$ cat config.mk
export PLATFORM = sky130hd
export DESIGN_NAME = line_draw_controller
export DESIGN_NICKNAME = d
export VERILOG_FILES = /design/src/rtl/line_draw_controller.sv
export SDC_FILE = /design/constraint.sdc
export NUM_CORES = 1
export LEC_CHECK = 0
export BUFFER_PORTS_ARGS = -buffer_cell sky130_fd_sc_hd__buf_2
export CAP_MARGIN = 20
export CORE_UTILIZATION = 55
export DETAILED_ROUTE_END_ITERATION = 8
export GPL_TIMING_DRIVEN = 0
export MAX_ROUTING_LAYER = met4
export PLACE_DENSITY_LB_ADDON = 0.05
export REMOVE_ABC_BUFFERS = 1
export SLEW_MARGIN = 20
export SYNTH_ARGS = -nofsm -noshare
export SYNTH_HDL_FRONTEND = slang
export SYNTH_SLANG_ARGS = --single-unit
export TNS_END_PERCENT = 10
$ cat constraint.sdc
create_clock -name clk -period 5.7 [get_ports clk]
set_clock_uncertainty 0.1 [all_clocks]
set_input_delay 1.14 -clock clk [delete_from_list [all_inputs] [get_ports clk]]
set_output_delay 1.14 -clock clk [all_outputs]
set_load 0.05 [all_outputs]
$ cat src/rtl/line_draw_controller.sv
// Line draw controller: sequences an external one-pixel-per-clock Bresenham
// drawer for single line commands and for a row-by-row full-screen clear,
// and turns the drawer's position into a framebuffer write stream.
//
// Ports:
//   clk, reset_n                 clock, asynchronous active-low reset
//   cmd_valid/cmd_ready          line command handshake
//   cmd_x0/x1, cmd_y0/y1         line endpoints
//   cmd_color                    line color
//   clear_req                    level request for a full-screen clear
//   busy, done                   controller active / one-cycle completion pulse
//   drv_reset                    drawer synchronous reset (high parks the drawer)
//   drv_x0/x1, drv_y0/y1         drawer endpoints
//   drv_x, drv_y                 drawer current pixel
//   pix_x, pix_y, pix_color      framebuffer write address and data
//   pix_we                       framebuffer write enable
module line_draw_controller #(
  parameter int unsigned         SCREEN_W    = 640,
  parameter int unsigned         SCREEN_H    = 480,
  parameter int unsigned         COLOR_W     = 1,
  parameter logic [COLOR_W-1:0]  CLEAR_COLOR = '0
) (
  input  logic               clk,
  input  logic               reset_n,
  input  logic               cmd_valid,
  output logic               cmd_ready,
  input  logic [9:0]         cmd_x0,
  input  logic [9:0]         cmd_x1,
  input  logic [8:0]         cmd_y0,
  input  logic [8:0]         cmd_y1,
  input  logic [COLOR_W-1:0] cmd_color,
  input  logic               clear_req,
  output logic               busy,
  output logic               done,
  output logic               drv_reset,
  output logic [9:0]         drv_x0,
  output logic [9:0]         drv_x1,
  output logic [8:0]         drv_y0,
  output logic [8:0]         drv_y1,
  input  logic [9:0]         drv_x,
  input  logic [8:0]         drv_y,
  output logic [9:0]         pix_x,
  output logic [8:0]         pix_y,
  output logic [COLOR_W-1:0] pix_color,
  output logic               pix_we
);

  localparam logic [2:0] S_IDLE     = 3'd0;
  localparam logic [2:0] S_LOAD     = 3'd1;
  localparam logic [2:0] S_DRAW     = 3'd2;
  localparam logic [2:0] S_NEXT_ROW = 3'd3;
  localparam logic [2:0] S_DONE     = 3'd4;

  localparam logic [9:0] X_MAX = 10'(SCREEN_W - 1);
  localparam logic [8:0] Y_MAX = 9'(SCREEN_H - 1);

  logic [2:0]         r_state, w_state;
  logic [9:0]         r_x0, r_x1, w_x0, w_x1;
  logic [8:0]         r_y0, r_y1, w_y0, w_y1;
  logic [COLOR_W-1:0] r_color, w_color;
  logic [10:0]        r_count, w_count;
  logic [8:0]         r_row, w_row;
  logic               r_clear, w_clear;
  logic [10:0]        w_dx, w_dy;

  // Absolute endpoint deltas; pixel count is the larger one plus one.
  assign w_dx = (r_x1 >= r_x0) ? 11'(r_x1 - r_x0) : 11'(r_x0 - r_x1);
  assign w_dy = (r_y1 >= r_y0) ? 11'(r_y1 - r_y0) : 11'(r_y0 - r_y1);

  // State and datapath registers.
  always_ff @(posedge clk or negedge reset_n) begin
    if (!reset_n) begin
      r_state <= S_IDLE;
      r_x0    <= '0;
      r_x1    <= '0;
      r_y0    <= '0;
      r_y1    <= '0;
      r_color <= '0;
      r_count <= '0;
      r_row   <= '0;
      r_clear <= 1'b0;
    end else begin
      r_state <= w_state;
      r_x0    <= w_x0;
      r_x1    <= w_x1;
      r_y0    <= w_y0;
      r_y1    <= w_y1;
      r_color <= w_color;
      r_count <= w_count;
      r_row   <= w_row;
      r_clear <= w_clear;
    end
  end

  // Next-state and datapath update.
  always_comb begin
    w_state = r_state;
    w_x0    = r_x0;
    w_x1    = r_x1;
    w_y0    = r_y0;
    w_y1    = r_y1;
    w_color = r_color;
    w_count = r_count;
    w_row   = r_row;
    w_clear = r_clear;
    case (r_state)
      S_IDLE: begin
        // A pending clear has priority over any command.
        if (clear_req) begin
          w_clear = 1'b1;
          w_row   = '0;
          w_x0    = '0;
          w_y0    = '0;
          w_x1    = X_MAX;
          w_y1    = '0;
          w_color = CLEAR_COLOR;
          w_state = S_LOAD;
        end else if (cmd_valid) begin
          w_clear = 1'b0;
          w_x0    = cmd_x0;
          w_y0    = cmd_y0;
          w_x1    = cmd_x1;
          w_y1    = cmd_y1;
          w_color = cmd_color;
          w_state = S_LOAD;
        end
      end
      S_LOAD: begin
        w_count = (w_dx >= w_dy) ? w_dx : w_dy;
        w_state = S_DRAW;
      end
      S_DRAW: begin
        if (r_count == 11'd0) begin
          w_state = (r_clear && (r_row != Y_MAX)) ? S_NEXT_ROW : S_DONE;
        end else begin
          w_count = r_count - 11'd1;
        end
      end
      S_NEXT_ROW: begin
        w_row   = r_row + 9'd1;
        w_x0    = '0;
        w_y0    = r_row + 9'd1;
        w_x1    = X_MAX;
        w_y1    = r_row + 9'd1;
        w_state = S_LOAD;
      end
      S_DONE: begin
        w_state = S_IDLE;
      end
      default: begin
        w_state = S_IDLE;
      end
    endcase
  end

  // Control outputs decode the state register directly so reset acts at once.
  assign cmd_ready = (r_state == S_IDLE) && !clear_req;
  assign busy      = (r_state != S_IDLE);
  assign done      = (r_state == S_DONE);
  assign pix_we    = (r_state == S_DRAW);
  assign drv_reset = (r_state != S_DRAW);

  assign drv_x0    = r_x0;
  assign drv_x1    = r_x1;
  assign drv_y0    = r_y0;
  assign drv_y1    = r_y1;

  // The drawer already presents the pixel being written this cycle.
  assign pix_x     = drv_x;
  assign pix_y     = drv_y;
  assign pix_color = r_color;

endmodule

Word level (Yosys, flattened, before mapping) --
Index checks and enable logic that the tools add are counted. Widths: inputs -> output; s select.
Operators by class: add/subtract/negate cells 6, order comparisons 3, equality and inequality tests 10, mux-type cells 28, reduce and logical (&&, ||, !) cells 14
Operators by type and width (count):
- $pmux 9 s2 | 3
- $mux 9 | 5
- $mux 11 | 4
- $mux 10 | 4
- $pmux 10 s2 | 2
- $pmux 11 s2 | 1
- $sub 10x10->11 | 2
- $sub 9x9->10 | 2
- $mux 3 | 4
- $pmux 3 s4 | 1
- $ge 11x11->1 | 1
- $logic_not 11->1 | 1
- $sub 11x1->11 const B | 1
- $ge 10x10->1 | 1
- $reduce_and 2->1 | 5
- $add 9x1->9 const B | 1
- $ge 9x9->1 | 1
- $ne 9x9->1 const B | 1
- $eq 3x2->1 const B | 2
- $reduce_bool 2->1 | 3
- $mux 1 | 4
- $ne 2x2->1 const B | 2
- $eq 3x1->1 const B | 1
- $eq 3x3->1 const B | 1
- 7 further kinds | 8
Word-level totals: bits in registers 63, output and inout port bits 63, logic and storage cells 70

Longest topological paths before layout --
depth in word-level cells 5, mapped depth 20, mapped depth without buffers 19

Least setup slack after synthesis --
OpenSTA, ideal clock, no wires.
path kind reg-to-reg, start register r_x0[2] (netlist: drv_x0[2]), end register r_count[7], library setup time 0.136 ns, data arrival time 4.341 ns, slack 1.123 ns, stages on the path, launching flop included 21, path buffers 2, period minus slack after synthesis 4.577 ns, cells stage by stage dfrtp_1 -> inv_1 -> ha_1 -> buf_2 -> o211ai_1 -> a21o_1 -> o21ba_1 -> o31ai_2 -> buf_2 -> mux2i_1 -> xor2_1 -> inv_1 -> ha_1 -> a21oi_1 -> o21ai_0 -> a21oi_1 -> o21ai_0 -> a31oi_1 -> nor2_1 -> a221oi_1 -> o21ai_0
On the way: cells in the longest elaborated chain, start to end 5, elaborated cells on any way between the ends 7
Ends and longest elaborated chain:
- start, declared | RTL line 58 | logic [9:0] r_x0, r_x1, w_x0, w_x1;
- start signal, assigned | RTL line 84 | r_x0 <= w_x0;
- $sub 10x10->11 / $ge 10x10->1 (equally long branches) | RTL line 67 | assign w_dx = (r_x1 >= r_x0) ? 11'(r_x1 - r_x0) : 11'(r_x0 - r_x1);
- $mux 11 * | RTL line 67
- $ge 11x11->1 | RTL line 129 | w_count = (w_dx >= w_dy) ? w_dx : w_dy;
- $mux 11 * | RTL line 129
- $pmux 11 s2 * | RTL line 106 | case (r_state)
- end signal, assigned | RTL line 89 | r_count <= w_count;
- end, declared | RTL line 61 | logic [10:0] r_count, w_count;
Mark *: on every way between the ends. The rest lies on a longest branch, timed or not. A chain may end at the register's enable or synchronous reset.

Final worst setup path --
start register r_y0[3] (netlist: drv_y0[3]), end register r_count[7]
On the way: cells in the longest elaborated chain, start to end 5, elaborated cells on any way between the ends 7
Ends and longest elaborated chain:
- start, declared | RTL line 59 | logic [8:0] r_y0, r_y1, w_y0, w_y1;
- start signal, assigned | RTL line 86 | r_y0 <= w_y0;
- $sub 9x9->10 / $ge 9x9->1 (equally long branches) | RTL line 68 | assign w_dy = (r_y1 >= r_y0) ? 11'(r_y1 - r_y0) : 11'(r_y0 - r_y1);
- $mux 11 * | RTL line 68
- $ge 11x11->1 | RTL line 129
- $mux 11 * | RTL line 129
- $pmux 11 s2 * | RTL line 106
Marks and branches as above.

==> key figures <==
Critical path
  • Worst setup path start: drv_y0[3]$_DFFE_PN0P_
  • R2R Path End: r_count[7]$_DFFE_PN0P_
  • Critical path endpoint category: register
  • CP Launch Type: register
  • Worst EP required: 5.81 ns
  • CP endpoint: r_count[7]$_DFFE_PN0P_
  • CP max-delay cell: a2111oi_0
  • Critical Path Max Stage Delay: 0.62 ns
  • Arr. time, crit path: 5.44 ns
  • CP max FO: 14
  • Critical-path cell list: inv_1 > ha_1 > a21oi_1 > a31oi_1 > o31ai_1 > nand2_1 > a2111oi_0 > o31ai_1 > ha_1 > a21o_1 > a221o_1 > a31oi_1 > nor2_1 > a221oi_1 > o21ai_0
  • Setup CP Type: register to register
  • Worst R2R Start: drv_y0[3]$_DFFE_PN0P_
  • Reg-to-reg slack, setup: 0.37 ns
  • Worst reg-to-reg path cell count: 15

STA
  • Fin crit share: 0.935
  • Actual slew at the worst max-slew pin: 0.867 ns
  • Final setup fails: 0
  • Total negative slack: 0 ns
  • RSZ-0062 raised after global routing: no
  • Final hold vios: 0
  • Slew Limit Fails: 0
  • Tmin final: 5.33 ns
  • Slew HR: 0.419
  • Maximum clock rate: 188 MHz

Cells and area
  • FILL cells: 800
  • Layout area overhead: 11.5%
  • Antenna diodes: 0
  • Fin nets: 764
  • Share of cells above drive strength 1: 0.183

Clock network
  • Clock latency on the worst-skew pair: 0.35 ns
  • Clk sink count: 63
  • Max H-tree Level: 3
  • Root buffer cell: clkbuf_8
  • CTS tree: done
  • Hold buffer count at CTS: 0
  • Post-CTS Repair Setup Buffers: 0
  • Post-CTS sizing: 0
  • Longest Clk Path Bufs: 2
  • Clock buffer count from CTS: 9
  • Clock transition at the registers of the reported paths: 0.08 ns

Logic synthesis
  • Syn Std Cell Area: 5000 sq um
  • Post-synth EDFFs: 0
  • Top cells by area, synth: dfrtp_1, ha_1, a21oi_1
  • XOR/XNOR share of the synthesized area: 0.0367
  • Register bit total from synthesis: 63
  • Combinational family with the most area after synthesis: compound AO/OA/AOI/OAI gates
  • Mux share of post-synthesis cell area: 0.0305
  • Adder-Cell Fraction of Synth Area: 0.144
  • Top-area cell type share of the netlist area: 0.315
  • Yosys top cell by area: dfrtp_1
  • Netlist cell types: 64
  • Average cell area after synthesis: 8.45 sq um
  • Gate Count Post-Synth: 592
  • Async set or reset register ratio after synthesis: 1.00
  • Yosys warning total: 0
  • Synth Area in Simple Gates: 0.160
  • Compound-Gate Fraction of Synth Area: 0.221
  • Seq/Total Area, Yosys: 0.315
  • Synth Flop Type: dfrtp_1

Die
  • Row Count: 34
  • Initial Util: 0.571
  • Die ar.: 9480 sq um
  • Die X: 97.4 microns
  • Core Box Area: 8760 sq um
  • Die H: 97.4 microns
  • Count of boundary I/O pins: 125

Place
  • I/O Buffers: 86
  • Hpwl dp: 9.50 mm
  • GP Congestion: 0.911

Routing
  • DR vias: 4453
  • ANT nets after route: 0
  • Total iterations of the first detailed-routing run: 4
  • Final WL: 12.4 mm
  • Drt wl/cell: 16.4 microns
  • DR DRC count: 0
  • DRT iter0 DRCs: 237
  • DR vias/cell: 5.86

Global routing
  • First-pass GRT wire length: 20.8 mm
  • Initial antenna violation count: 0
  • Gr usage total: 0.278
  • Vias in the first global route: 4306
  • Largest net degree at the start of global routing: 47
  • Total gr overflow: 0

Run
  • Max-cap violations: 0

Worst hold path
  • Worst hold path type: register to register

Outcome
  • Status: finished clean
flip-flops by register name (all words and copies together), names as in the netlist:
signal / cells
drv_x0: 10
drv_x1: 10
drv_y0: 9
drv_y1: 9
pix_color: 1
r_clear: 1
r_count: 11
r_row: 9
r_state: 3
metrics by stage:
step | instance area, sq um | setup slack [ns] | utilization | std cells | hold slack, ns
2_1_floorplan | 4750 | 0.892 | - | 549 | 0.366
3_3_place_gp | 5320 | 0.529 | 0.607 | 743 | 0.384
3_5_place_dp | 5350 | 0.445 | 0.611 | 744 | 0.383
4_1_cts | 5570 | 0.411 | 0.635 | 760 | 0.407
5_1_grt | 5580 | 0.0502 | 0.637 | 760 | 0.415
6_report | 5580 | 0.372 | 0.637 | 760 | 0.409
metal layers:
layer | track usage | vias to the layer above | wire length, microns
li1 | - | 2173 | -
met1 | 0.396 | 2120 | 6160
met2 | 0.394 | 139 | 5310
met3 | 0.0590 | 21 | 720
met4 | 0.0950 | 0 | 244
met5 | - | - | 0
placed cells by master, fill, tap and decap left out, types with 4 or more instances in the layout:
cell type	instances
a211oi_1	19
a21o_1	13
a21oi_1	65
a31oi_1	4
and3_1	5
buf_2	85
clkbuf_8	9
dfrtp_1	63
fa_1	4
ha_1	51
inv_1	57
mux2i_1	13
nand2_1	41
nand2b_1	6
nand3_1	14
nor2_1	49
nor2b_1	5
nor3_1	9
nor3b_1	6
nor4_1	4
o211ai_1	4
o21ai_0	37
xnor2_1	9
xor2_1	12
how the worst min path moves through the flow:
stage	startpoint	end	slack, ns	cells past startpoint
2_1_floorplan	r_clear$_DFFE_PN0P_	r_clear$_DFFE_PN0P_	0.37	1
6_report	r_clear$_DFFE_PN0P_	r_clear$_DFFE_PN0P_	0.41	1
3_3_place_gp	r_clear$_DFFE_PN0P_	r_clear$_DFFE_PN0P_	0.38	1
5_1_grt	r_clear$_DFFE_PN0P_	r_clear$_DFFE_PN0P_	0.42	1
4_1_cts	r_clear$_DFFE_PN0P_	r_clear$_DFFE_PN0P_	0.41	1
3_5_place_dp	r_clear$_DFFE_PN0P_	r_clear$_DFFE_PN0P_	0.38	1
layout make-up:
cell class | instances | area (sq um) | share of cell area
clock inverter | 5 | 82.6 | 0.0148
multi-input combinational | 429 | 2980 | 0.534
tap | 108 | 135 | 0.0242
inverter | 57 | 214 | 0.0383
sequential | 63 | 1580 | 0.283
clock buffer | 11 | 131 | 0.0235
timing repair buffer | 87 | 460 | 0.0825
logic make-up (layout without fill, tap and decap cells):
| logic type | count (synthesis) | after routing |
|---|---|---|
| xor+xnor | 21 | 21 |
| flops | 63 | 63 |
| mux | 15 | 15 |
| simple gates | 162 | 162 |
| buf+inv | 100 | 160 |
| compound gates | 176 | 176 |
| fa+ha+maj | 55 | 55 |
worst max-delay path, delay by kind of cell (launching register included):
family	cells	cell delay, ns
compound gates	10	3.14
simple gates	2	0.73
flops	1	0.38
buf+inv	1	0.07
fa+ha+maj	2	0.77
synthesized netlist by cell type, drive strengths merged, types with 5 or more instances:
master  instances
nor3           10
inv            57
xnor2           9
dfrtp          63
and3            5
a21oi          66
nand3          14
nor3b           6
nor2           50
nor2b           5
nand2          43
mux2i          13
buf            26
a221oi          5
clkbuf         17
a211oi         19
a21o           13
nand2b          6
xor2           12
o21ai          39
ha             51
Power is not shown: default switching activity piles up to over one toggle a cycle in this logic, so the estimate is an artifact.
